===== src/rtl/mul_wb_buffer.sv =====
// Merges M5 multiply results and ALU results onto one register-file write port; ALU wins, and losing multiply results queue in a small FIFO.
// Write outputs are registered (M5-to-wb bypass is 1 cycle); mul_stall holds M5 while the FIFO is full.
module mul_wb_buffer #(
  parameter int DATA_W = 32,
  parameter int DEPTH  = 4
) (
  input  logic              clk,
  input  logic              rst_n,
  input  logic              m5_valid,
  input  logic [DATA_W-1:0] m5_result,
  input  logic              m5_zero,
  input  logic              m5_overflow,
  input  logic [4:0]        m5_dst,
  output logic              mul_stall,
  input  logic              alu_valid,
  input  logic [DATA_W-1:0] alu_result,
  input  logic [4:0]        alu_dst,
  input  logic              flush,
  input  logic [4:0]        query_dst,
  output logic              query_hit,
  output logic              wb_en,
  output logic [DATA_W-1:0] wb_data,
  output logic [4:0]        wb_dst,
  output logic              wb_zero,
  output logic              mul_exc
);

  localparam int AW = $clog2(DEPTH);

  typedef struct packed {
    logic [DATA_W-1:0] data;
    logic [4:0]        dst;
    logic              zero;
  } entry_t;

  entry_t            mem_q [DEPTH];
  entry_t            mem_d [DEPTH];
  logic [AW-1:0]     rd_ptr_q, rd_ptr_d;
  logic [AW-1:0]     wr_ptr_q, wr_ptr_d;
  logic [AW:0]       count_q, count_d;
  logic              wb_en_q, wb_en_d;
  logic [DATA_W-1:0] wb_data_q, wb_data_d;
  logic [4:0]        wb_dst_q, wb_dst_d;
  logic              wb_zero_q, wb_zero_d;
  logic              mul_exc_q, mul_exc_d;

  logic   m5_accept;
  logic   m5_elig;
  logic   push;
  logic   pop;
  entry_t m5_entry;
  entry_t head;

  assign mul_stall = (count_q == (AW+1)'(DEPTH));
  assign m5_accept = m5_valid && !mul_stall && !flush;
  // Overflowed results and writes to r0 are accepted but never reach the port.
  assign m5_elig   = m5_accept && !m5_overflow && (m5_dst != 5'd0);
  assign m5_entry  = '{data: m5_result, dst: m5_dst, zero: m5_zero};
  assign head      = mem_q[rd_ptr_q];

  always_comb begin
    mem_d     = mem_q;
    rd_ptr_d  = rd_ptr_q;
    wr_ptr_d  = wr_ptr_q;
    count_d   = count_q;
    wb_en_d   = 1'b0;
    wb_data_d = wb_data_q;
    wb_dst_d  = wb_dst_q;
    wb_zero_d = wb_zero_q;
    mul_exc_d = m5_accept && m5_overflow;
    push      = 1'b0;
    pop       = 1'b0;

    if (alu_valid) begin
      wb_en_d   = 1'b1;
      wb_data_d = alu_result;
      wb_dst_d  = alu_dst;
      wb_zero_d = (alu_result == '0);
      push      = m5_elig;
    end else if (count_q != '0) begin
      // A flush cancels the pop; the queued entries are discarded instead.
      if (!flush) begin
        pop       = 1'b1;
        wb_en_d   = 1'b1;
        wb_data_d = head.data;
        wb_dst_d  = head.dst;
        wb_zero_d = head.zero;
      end
      push = m5_elig;
    end else if (m5_elig) begin
      wb_en_d   = 1'b1;
      wb_data_d = m5_result;
      wb_dst_d  = m5_dst;
      wb_zero_d = m5_zero;
    end

    if (flush) begin
      rd_ptr_d = '0;
      wr_ptr_d = '0;
      count_d  = '0;
    end else begin
      if (push) begin
        mem_d[wr_ptr_q] = m5_entry;
        wr_ptr_d        = wr_ptr_q + 1'b1;
      end
      if (pop) begin
        rd_ptr_d = rd_ptr_q + 1'b1;
      end
      count_d = count_q + {{AW{1'b0}}, push} - {{AW{1'b0}}, pop};
    end
  end

  always_comb begin
    query_hit = 1'b0;
    if (query_dst != 5'd0) begin
      if (m5_elig && (m5_dst == query_dst)) begin
        query_hit = 1'b1;
      end
      for (int i = 0; i < DEPTH; i++) begin
        if (((AW+1)'(i) < count_q) && (mem_q[rd_ptr_q + AW'(i)].dst == query_dst)) begin
          query_hit = 1'b1;
        end
      end
    end
  end

  always_ff @(posedge clk or negedge rst_n) begin
    if (!rst_n) begin
      for (int i = 0; i < DEPTH; i++) begin
        mem_q[i] <= '0;
      end
      rd_ptr_q  <= '0;
      wr_ptr_q  <= '0;
      count_q   <= '0;
      wb_en_q   <= 1'b0;
      wb_data_q <= '0;
      wb_dst_q  <= '0;
      wb_zero_q <= 1'b0;
      mul_exc_q <= 1'b0;
    end else begin
      mem_q     <= mem_d;
      rd_ptr_q  <= rd_ptr_d;
      wr_ptr_q  <= wr_ptr_d;
      count_q   <= count_d;
      wb_en_q   <= wb_en_d;
      wb_data_q <= wb_data_d;
      wb_dst_q  <= wb_dst_d;
      wb_zero_q <= wb_zero_d;
      mul_exc_q <= mul_exc_d;
    end
  end

  assign wb_en   = wb_en_q;
  assign wb_data = wb_data_q;
  assign wb_dst  = wb_dst_q;
  assign wb_zero = wb_zero_q;
  assign mul_exc = mul_exc_q;

endmodule


===== config.mk =====
export PLATFORM = sky130hd
export DESIGN_NAME = mul_wb_buffer
export DESIGN_NICKNAME = d
export VERILOG_FILES = /design/src/rtl/mul_wb_buffer.sv
export SDC_FILE = /design/constraint.sdc
export NUM_CORES = 1
export LEC_CHECK = 0
export BUFFER_PORTS_ARGS = -buffer_cell sky130_fd_sc_hd__buf_2
export CAP_MARGIN = 10
export CORE_ASPECT_RATIO = 0.5
export CORE_MARGIN = 2
export CORE_UTILIZATION = 55
export CTS_CLUSTER_SIZE = 24
export DETAILED_ROUTE_END_ITERATION = 12
export GPL_ROUTABILITY_DRIVEN = 0
export PLACE_DENSITY = 0.76
export SETUP_SLACK_MARGIN = 0.05
export SLEW_MARGIN = 20
export SYNTH_ARGS = -nofsm -noshare
export SYNTH_HDL_FRONTEND = slang
export SYNTH_SLANG_ARGS = --single-unit
export TNS_END_PERCENT = 5

===== constraint.sdc =====
create_clock -name clk -period 4 [get_ports clk]
set_input_delay 0.6 -clock clk [delete_from_list [all_inputs] [get_ports clk]]
set_output_delay 0.6 -clock clk [all_outputs]
set_load 0.02 [all_outputs]

==> impl_metrics.csv, run 1 <==
group,metric,value,unit
cts,numClockSinks,199,
cts,post_cts_resize_count,0,
power_and_ir_drop,switchingPower,2.59,mW
global_route,grt_pass1_vias,6771,
critical_path,reg2reg_slack,1.35,ns
placed_design,dp_hpwl,14.7,mm
placed_design,placed_cells,1081,
critical_path,worstPathRequired,3.40,ns
final_layout,area_growth,13.5,%
logic_synthesis,ys_seq_elements,199,
logic_synthesis,synthesis.nets,857,
sta,rsz0062_at_grt,"no",
final_layout,final.fill_count,1314,
route,wirelength,22.4,mm
die,rows,34,
critical_path,r2r-start,"count_q[2]$_DFF_PN0_",
sta,tightest_slew,0.965,ns
sta,setup_viol,0,
cts,cts_root_buf,"clkbuf_16",
route,drtPass1Iterations,5,
logic_synthesis,synth.area.top_cells,"dfrtp_1 (50%), mux2_2 (17%), mux4_2 (9.9%), mux2i_1 (5.2%), a21oi_1 (1.9%)",
sta,slew_headroom,0.357,
final_layout,drive_above_1_share,0.429,
logic_synthesis,ys_types,37,
critical_path,crit_arrival,2.82,ns
power_and_ir_drop,netSwitchingFraction,0.351,
critical_path,setup.worst_path.end_class,"output pin",
global_route,grt_pass1_wl,36.3,mm
die,initial_core_util,0.569,
sta,setup-tns-final,0,ns
logic_synthesis,synth.top_cell.area_share,0.498,
critical_path,rr_endpoint,"count_q[2]$_DFF_PN0_",
logic_synthesis,yosys_warnings,0,
die,core_area,0.0176,sq mm
outcome,status,"complete, no violations",
min_path,min_path_type,"in -> async",
die,die_y,99.4,microns
logic_synthesis,synthCells,762,
die,dieArea,0.0193,sq mm
critical_path,crit_fanout,29,
logic_synthesis,synth_top_area_cell,"dfrtp_1",
final_layout,final_common_cell,"dfrtp_1",
power_and_ir_drop,vdd_drop_max,0.341,mV
route,dr_total_vias,6501,
critical_path,startpoint_type,"flip-flop",
cts,clk_pin_slew,0.08,ns
global_route,grt_overflow_total,0,
route,drt-initial-drc-count,369,
sta,finalHoldViolations,0,
critical_path,crit_start,"rd_ptr_q[1]$_DFFE_PN0P_",
power_and_ir_drop,seqPwrFrac,0.404,
run,drv_cap,0,
critical_path,crit_type,"reg -> out",
power_and_ir_drop,comb_power_share,0.368,
die,io_pins,128,
die,die_x,195,microns
final_layout,final_cell_mix,"dfrtp_1 (197), mux2_2 (153), buf_2 (126)",
power_and_ir_drop,leakagePower,5.38,nW
sta,max_freq,293,MHz
power_and_ir_drop,p_clk_frac,0.228,
route,routed_via_density,5.83,
global_route,track_usage,0.242,
route,drc,0,
global_route,antenna_found_initial,1,
cts,cts_setup_buffers,0,
sta,final.setup_skew,0.0186,ns
logic_synthesis,syn_area_per_cell,13.1,sq um
logic_synthesis,syn_area,0.0100,sq mm
cts,cts_buffers,17,
critical_path,worstRegToRegCells,11,
route,antenna_left,0,
cts,cts_tree,"yes",
placed_design,port_buffers,127,
sta,finalMaxSlewViolations,0,
final_layout,nNetsFinal,961,
cts,clock_path_buffers,2,
power_and_ir_drop,p_per_area,651,mW/mm^2
sta,period_share,0.855,
logic_synthesis,synth_seq_area_share,0.498,
sta,fin_crit,3.42,ns
cts,ctsHoldBuffers,0,
global_route,grt_max_degree,122,
final_layout,instances_no_fill,1115,
cts,clk_latency,0.43,ns
route,wl_per_cell,20.1,microns
power_and_ir_drop,internal-power,4.80,mW
cts,cts.htree.levels,4,
metal layers:
layer / up-vias / part of all wire / GRT usage / routed length (microns)
li1: 2984 / - / - / -
met1: 3359 / 0.46 / 0.332 / 10200
met2: 131 / 0.49 / 0.404 / 10900
met3: 27 / 0.041 / 0.0417 / 914
met4: 0 / 0.017 / 0.0722 / 378
met5: - / 0 / 0 / 0
final cells by class:
| type | count | area [sq um] | share of cell area |
|---|---|---|---|
| clock inverters | 13 | 135 | 0.0119 |
| diodes | 2 | 5.00 | 0.000441 |
| inverters | 9 | 33.8 | 0.00297 |
| flip-flops and latches | 199 | 4980 | 0.439 |
| repair buffers | 140 | 792 | 0.0697 |
| clock buffers | 19 | 453 | 0.0399 |
| multi-input cells | 499 | 4660 | 0.410 |
| well taps | 234 | 293 | 0.0258 |
cell usage after synthesis:
cell,instances
a211oi_1,1
a211oi_4,1
a21oi_1,37
a31oi_1,2
buf_1,4
buf_2,14
buf_4,5
buf_6,13
clkbuf_1,16
clkbuf_2,3
dfrtp_1,199
fa_1,1
ha_1,8
inv_1,9
mux2_2,153
mux2i_1,52
mux4_2,44
nand2_1,49
nand3_1,2
nand4_1,3
nor2_1,43
nor2b_1,3
nor3_1,6
nor3_2,1
nor3b_1,2
nor4_1,9
nor4bb_1,1
o211ai_1,3
o21ai_0,31
o21ai_1,8
o22a_1,1
o31ai_1,3
o32ai_1,1
or3_1,1
or4_1,2
xnor2_1,18
xor2_1,13
critical path, cell delays in order, from the launching register on:
cell      delay [ns]
dfrtp_2         0.86
mux4_2          0.61
xnor2_1         0.20
o211ai_1        0.13
o31ai_1         0.29
o22a_1          0.15
buf_2           0.15
metrics by stage:
step | hold slack (ns) | util | worst slack (ns) | total power [mW] | instance area, sq um
after floorplan | 0.304 | - | 1.33 | 4.99 | 10000
after global placement | 0.456 | 0.613 | 0.962 | 5.63 | 10800
after detailed placement | 0.465 | 0.613 | 0.893 | 5.73 | 10800
after CTS | 0.351 | 0.646 | 0.561 | 7.43 | 11400
after global routing | 0.378 | 0.646 | 0.435 | 7.78 | 11400
final | 0.313 | 0.646 | 0.582 | 7.39 | 11400
sequential cells by signal (all words and copies together), names as in the netlist:
name / flops
mem_q: 152
wb_data: 32
wb_dst: 5
count_q: 3
rd_ptr_q: 2
wr_ptr_q: 2
mul_exc: 1
wb_en: 1
wb_zero: 1
worst max-delay path by stage:
stage / endpoint / slack [ns] / depth (start not counted)
final: query_hit / 0.58 / 6
after global routing: query_hit / 0.44 / 6
after CTS: query_hit / 0.56 / 6
after detailed placement: count_q[2]$_DFF_PN0_ / 0.89 / 12
after global placement: count_q[2]$_DFF_PN0_ / 0.96 / 12
after floorplan: count_q[2]$_DFF_PN0_ / 1.33 / 11
cell families after synthesis:
logic type / share of synthesized area
buf+inv: 0.0378
mux: 0.323
flops: 0.498
fa+ha+maj: 0.0120
simple gates: 0.0535
xor+xnor: 0.0271
compound gates: 0.0483
power groups by stage:
stage | combinational [mW] | clock [mW] | sequential, mW
2_1_floorplan | 1.91 | 0 | 3.07
3_3_place_gp | 2.65 | 0 | 2.98
3_5_place_dp | 2.72 | 0 | 3.01
4_1_cts | 2.74 | 1.70 | 2.98
5_1_grt | 2.93 | 1.78 | 3.06
6_report | 2.72 | 1.69 | 2.98
Note: power is estimated with default switching activity, not from simulation.
==> run 2: changes to the inputs <==
--- a/config.mk
+++ b/config.mk
@@ -7,13 +7,15 @@
 export LEC_CHECK = 0
 export BUFFER_PORTS_ARGS = -buffer_cell sky130_fd_sc_hd__buf_2
 export CAP_MARGIN = 10
+export CELL_PAD_IN_SITES_DETAIL_PLACEMENT = 1
+export CELL_PAD_IN_SITES_GLOBAL_PLACEMENT = 2
 export CORE_ASPECT_RATIO = 0.5
 export CORE_MARGIN = 2
-export CORE_UTILIZATION = 55
+export CORE_UTILIZATION = 43
 export CTS_CLUSTER_SIZE = 24
 export DETAILED_ROUTE_END_ITERATION = 12
 export GPL_ROUTABILITY_DRIVEN = 0
-export PLACE_DENSITY = 0.76
+export PLACE_DENSITY = 0.85
 export SETUP_SLACK_MARGIN = 0.05
 export SLEW_MARGIN = 20
 export SYNTH_ARGS = -nofsm -noshare
==> impl_metrics.csv, run 2 (synthesis gave the netlist of run 1 again) <==
group,metric,value,unit
final_layout,nNetsFinal,962,
route,wirelength,25.0,mm
die,rows,39,
route,dr_total_vias,6551,
run,drv_cap,0,
global_route,track_usage,0.219,
die,die_y,112,microns
cts,cts_buffers,17,
global_route,grt_pass1_vias,7296,
sta,finalMaxSlewViolations,0,
final_layout,instances_no_fill,1187,
sta,tightest_slew,0.993,ns
die,core_area,0.0228,sq mm
die,dieArea,0.0246,sq mm
final_layout,final_area,0.0114,sq mm
min_path,min_path_type,"in -> async",
critical_path,crit_type,"reg -> out",
outcome,status,"complete, no violations",
cts,ctsHoldBuffers,0,
cts,cts_tree,"yes",
cts,post_cts_resize_count,0,
placed_design,placed_cell_area,0.0109,sq mm
final_layout,drive_above_1_share,0.427,
sta,setup_viol,0,
route,wl_per_cell,21.1,microns
global_route,grt_pass1_wl,41.2,mm
final_layout,final_cell_mix,"dfrtp_1 (197), mux2_2 (153), buf_2 (126)",
global_route,antenna_found_initial,3,
route,routed_via_density,5.52,
cts,clk_latency,0.44,ns
placed_design,port_buffers,127,
die,die_x,220,microns
final_layout,area_growth,14.4,%
cts,numClockSinks,199,
critical_path,crit_arrival,2.88,ns
cts,cts_root_buf,"clkbuf_16",
sta,rsz0062_at_grt,"no",
sta,final.setup_skew,0.0125,ns
sta,period_share,0.871,
global_route,grt_max_degree,121,
power_and_ir_drop,vdd_drop_max,0.315,mV
die,initial_core_util,0.438,
placed_design,placed_cells,1155,
final_layout,regMostFlops,"mem_q",
power_and_ir_drop,leakagePower,5.38,nW
final_layout,largest_reg_flops,152,
critical_path,startpoint_type,"flip-flop",
sta,setup_slack,0.516,ns
final_layout,final_common_cell,"dfrtp_1",
placed_design,dp_hpwl,16.6,mm
cts,clock_path_buffers,2,
critical_path,setup.worst_path.end_class,"output pin",
critical_path,crit_fanout,23,
sta,holdWs,0.306,ns
power_and_ir_drop,p_total,7.42,mW
route,antenna_left,0,
route,drc,0,
final_layout,final.fill_count,2389,
die,io_pins,128,
sta,slew_headroom,0.338,
final_layout,final_util,0.501,
placed_design,place_ws,0.807,ns
power_and_ir_drop,p_per_area,649,mW/mm^2
sta,finalHoldViolations,0,
sta,setup-tns-final,0,ns
global_route,grt_overflow_total,0,
critical_path,worstPathRequired,3.40,ns
sta,max_freq,287,MHz
route,drt-initial-drc-count,366,
cts,cts.htree.levels,4,
sta,fin_crit,3.48,ns
cts,cts_setup_buffers,0,
route,drtPass1Iterations,4,
cts,clk_pin_slew,0.07,ns
run 2: layout make-up:
cell class	instances	area (sq um)	share of cell area
Sequential cell	199	4980	0.436
Multi-Input combinational cell	499	4660	0.407
Timing Repair Buffer	141	825	0.0721
Clock buffer	18	429	0.0375
Tap cell	307	384	0.0336
Clock inverter	12	121	0.0106
Inverter	9	33.8	0.00295
Antenna cell	2	5.00	0.000437
run 2: worst paths after layout:
kind / startpoint / endpoint / slack, ns / cells past startpoint
worst max-delay path: rd_ptr_q[0]$_DFFE_PN0P_ / query_hit / 0.52 / 7
worst min-delay path: rst_n / mem_q[13]$_DFFE_PN0P_ / 0.31 / 1
worst max register to register: count_q[2]$_DFF_PN0_ / wb_data[27]$_DFFE_PN0P_ / 1.16 / 5
worst min register to register: wb_data[20]$_DFFE_PN0P_ / wb_data[20]$_DFFE_PN0P_ / 0.48 / 2
max in group asynchronous: rst_n / mem_q[69]$_DFFE_PN0P_ / 2.87 / 2
min in group clk: m5_valid / mul_exc$_DFF_PN0_ / 0.41 / 2
run 2: metal layers:
layer,share of wire,wire (microns),GRT usage
met3,0.032,794,0.0443
met2,0.50,12400,0.367
met4,0.019,468,0.0631
met5,0.00064,16,0
met1,0.45,11300,0.291
run 2: worst max-delay path, stage by stage (launching register included):
cell and delay [ns]:
dfrtp_4 0.65, mux4_2 0.59, xor2_1 0.16, nor4_1 0.38
nand3_1 0.16, o211ai_1 0.14, o22a_1 0.19, buf_2 0.17
run 2: where the power goes:
part | internal (mW) | switching [mW] | total (mW) | leakage, nW
clock network | 0.865 | 0.814 | 1.68 | 0.260
registers | 2.59 | 0.390 | 2.98 | 2.60
logic | 1.35 | 1.41 | 2.77 | 2.51
total | 4.81 | 2.62 | 7.42 | 5.38
==> run 3: changes to the inputs <==
--- a/config.mk
+++ b/config.mk
@@ -5,13 +5,14 @@
 export SDC_FILE = /design/constraint.sdc
 export NUM_CORES = 1
 export LEC_CHECK = 0
+export ABC_AREA = 1
 export BUFFER_PORTS_ARGS = -buffer_cell sky130_fd_sc_hd__buf_2
 export CAP_MARGIN = 10
 export CELL_PAD_IN_SITES_DETAIL_PLACEMENT = 1
 export CELL_PAD_IN_SITES_GLOBAL_PLACEMENT = 2
 export CORE_ASPECT_RATIO = 0.5
 export CORE_MARGIN = 2
-export CORE_UTILIZATION = 43
+export CORE_UTILIZATION = 37
 export CTS_CLUSTER_SIZE = 24
 export DETAILED_ROUTE_END_ITERATION = 12
 export GPL_ROUTABILITY_DRIVEN = 0
==> impl_metrics.csv, run 3 <==
group,metric,value,unit
sta,final.setup_skew,0.0118,ns
global_route,antenna_found_initial,0,
route,drt-initial-drc-count,463,
min_path,min_path_type,"in -> async",
power_and_ir_drop,internal-power,4.59,mW
logic_synthesis,ys.flop_type,"dfrtp_1",
logic_synthesis,synth.top_cell.area_share,0.517,
global_route,met3_usage,0.0296,
sta,rsz0062_at_grt,"no",
outcome,status,"complete, no violations",
final_layout,regMostFlops,"mem_q",
power_and_ir_drop,switchingPower,3.11,mW
logic_synthesis,synth_edf_count,0,
global_route,grt_pass1_wl,51.2,mm
critical_path,r2r-start,"count_q[1]$_DFF_PN0_",
logic_synthesis,ys_types,33,
power_and_ir_drop,comb_power_share,0.373,
route,wl_per_cell,19.1,microns
logic_synthesis,muxShareOfSynthArea,0,
sta,tightest_slew,0.913,ns
critical_path,slowest_stage,"inv_1",
cts,cts_root_buf,"clkbuf_16",
cts,numClockSinks,199,
critical_path,path_delay_family,"simple AND/OR/NAND/NOR gates",
logic_synthesis,synth.area.top_cells,"dfrtp_1 (52%), nand2_1 (18%), o21ai_1 (6.7%), a22oi_1 (2.8%), a41oi_1 (2.5%)",
final_layout,final.fill_count,3103,
critical_path,crit_chain,"inv_1 > nand2_1 > nand2_1 > nand2_1 > nand2_1 > nand2_1 > a21oi_1 > nand2_1 > nand2_1 > nand2_1 > a21oi_1 > buf_2",
critical_path,cp_common_cell,"nand2_1",
critical_path,crit_fanout,23,
logic_synthesis,synth_top_area_cell,"dfrtp_1",
power_and_ir_drop,p_clk_frac,0.236,
global_route,grt_pass1_vias,9323,
cts,cts_tree,"yes",
cts,post_cts_resize_count,0,
cts,clk_pin_slew,0.07,ns
route,wirelength,31.1,mm
sta,finalMaxSlewViolations,0,
logic_synthesis,syn_area,0.00963,sq mm
critical_path,startpoint_type,"flip-flop",
sta,setup_viol,0,
route,routed_via_density,5.37,
global_route,grt_overflow_total,0,
global_route,grtUsageMet2,0.393,
route,dr_total_vias,8764,
die,core_area,0.0254,sq mm
logic_synthesis,synth-async-reset-ratio,1.00,
power_and_ir_drop,seqPwrFrac,0.391,
run,drv_cap,0,
sta,max_freq,299,MHz
cts,cts_buffers,17,
logic_synthesis,synthesis.nets,1281,
cts,clock_path_buffers,2,
die,die_y,118,microns
sta,fin_crit,3.34,ns
logic_synthesis,synth_most_common_cell,"nand2_1",
power_and_ir_drop,p_per_area,691,mW/mm^2
critical_path,slowest_delay,0.50,ns
sta,holdWs,0.258,ns
critical_path,crit_arrival,2.74,ns
sta,slew_headroom,0.392,
logic_synthesis,ys_seq_elements,199,
critical_path,worstPathRequired,3.40,ns
sta,period_share,0.835,
logic_synthesis,yosys.area_share.adder,0.0125,
die,die_x,232,microns
final_layout,drive_above_1_share,0.148,
logic_synthesis,yosys.area_share.simple,0.226,
critical_path,crit_type,"reg -> out",
logic_synthesis,synth_compound_area_frac,0.173,
power_and_ir_drop,netSwitchingFraction,0.404,
global_route,busiest_layer,"met2",
global_route,track_usage,0.238,
route,drc,0,
logic_synthesis,synth_common_cells,"nand2_1 (466), dfrtp_1 (199), o21ai_1 (128), inv_1 (63), nand3_1 (46)",
placed_design,dp_hpwl,20.4,mm
critical_path,cp_num_buf_inv,2,
route,drtPass1Iterations,4,
cts,cts_setup_buffers,0,
final_layout,final_cell_mix,"nand2_1 (466), dfrtp_1 (199), o21ai_1 (128)",
power_and_ir_drop,leakagePower,5.44,nW
cts,cts.htree.levels,4,
logic_synthesis,synthCells,1186,
global_route,grt_max_degree,108,
route,antenna_left,0,
final_layout,largest_reg_flops,152,
final_layout,nNetsFinal,1373,
logic_synthesis,synth_top_family_by_area,"simple AND/OR/NAND/NOR gates",
sta,setup_slack,0.658,ns
placed_design,place_ws,1.11,ns
logic_synthesis,synth-xor-area-share,0.00546,
power_and_ir_drop,vdd_drop_max,0.267,mV
logic_synthesis,yosys_warnings,0,
final_layout,area_growth,15.7,%
cts,ctsHoldBuffers,0,
sta,finalHoldViolations,0,
global_route,use_met1,0.327,
die,initial_core_util,0.379,
die,rows,41,
placed_design,port_buffers,127,
final_layout,final_common_cell,"nand2_1",
logic_synthesis,synth_seq_area_share,0.517,
critical_path,crit_start,"rd_ptr_q[0]$_DFFE_PN0P_",
final_layout,num_antenna_cells,0,
die,io_pins,128,
cts,clk_latency,0.44,ns
die,dieArea,0.0274,sq mm
sta,setup-tns-final,0,ns
critical_path,setup.worst_path.end_class,"output pin",
logic_synthesis,syn_area_per_cell,8.12,sq um
==> run 3: cell count changes in the layout (fill, tap and decap cells not counted), moves of 52 or more <==
cell,change
nand2_1,+421
inv_1,+53
mux2i_1,-52
o21ai_1,+120
mux2_2,-153
==> run 3: per-layer routing <==
metal  vias up  part of all wire
met3        26             0.027
met4         0             0.013
met5         -                 0
met2       118              0.48
li1       4148                 -
met1      4472              0.48
==> run 3: layout make-up <==
type                            instances  area [sq um]  share of cell area
Sequential cell                       199          4980               0.447
Multi-Input combinational cell        844          4030               0.361
Timing Repair Buffer                  145           842              0.0756
Clock buffer                           20           457              0.0410
Tap cell                              344           430              0.0386
Inverter                               71           267              0.0239
Clock inverter                         10           143              0.0128
==> run 3: final timing paths <==
check                                           to  depth (start not counted)  slack [ns]
min                        wb_data[16]$_DFFE_PN0P_                          1        0.26
min in group clk              count_q[0]$_DFF_PN0_                          2        0.36
max                                      query_hit                         12        0.66
max in group asynchronous   mem_q[117]$_DFFE_PN0P_                          2        2.76
min reg2reg                wb_data[30]$_DFFE_PN0P_                          2        0.48
max reg2reg                   count_q[2]$_DFF_PN0_                         14        1.37
==> run 3: per-stage QoR <==
step	cell area, sq um	utilization	instances	power (mW)
2_1_floorplan	9630	-	1186	4.84
3_3_place_gp	10500	0.415	1603	5.82
3_5_place_dp	10500	0.415	1603	5.92
4_1_cts	11100	0.439	1633	7.77
5_1_grt	11100	0.439	1633	8.25
6_report	11100	0.439	1633	7.70
==> run 3: kinds of logic after synthesis <==
group                    Yosys count
XOR/XNOR                           6
buffers and inverters            143
adder cells (fa/ha/maj)            9
flip-flops                       199
AND/OR/NAND/NOR                  547
AO/OA/AOI/OAI                    282
==> run 3: worst register-to-register path, cell delays in order (launching register included) <==
cell and delay (ns):
dfrtp_1 0.43, nor2_1 0.08, nand2_1 0.11, nand3_2 0.11, nor3_4 0.29, inv_2 0.08
nor2_4 0.19, inv_1 0.09, ha_1 0.29, inv_1 0.05, ha_1 0.13, inv_1 0.05
fa_1 0.39, o21ai_0 0.17, a21oi_1 0.06
==> run 3: power groups by stage <==
| stage | Sequential (mW) | Combinational [mW] | Clock (mW) |
|---|---|---|---|
| final | 3.01 | 2.87 | 1.81 |
| after detailed placement | 3.04 | 2.88 | 0 |
| after floorplan | 3.21 | 1.63 | 0 |
| after global placement | 3.01 | 2.81 | 0 |
| after CTS | 3.01 | 2.90 | 1.85 |
| after global routing | 3.10 | 3.22 | 1.93 |
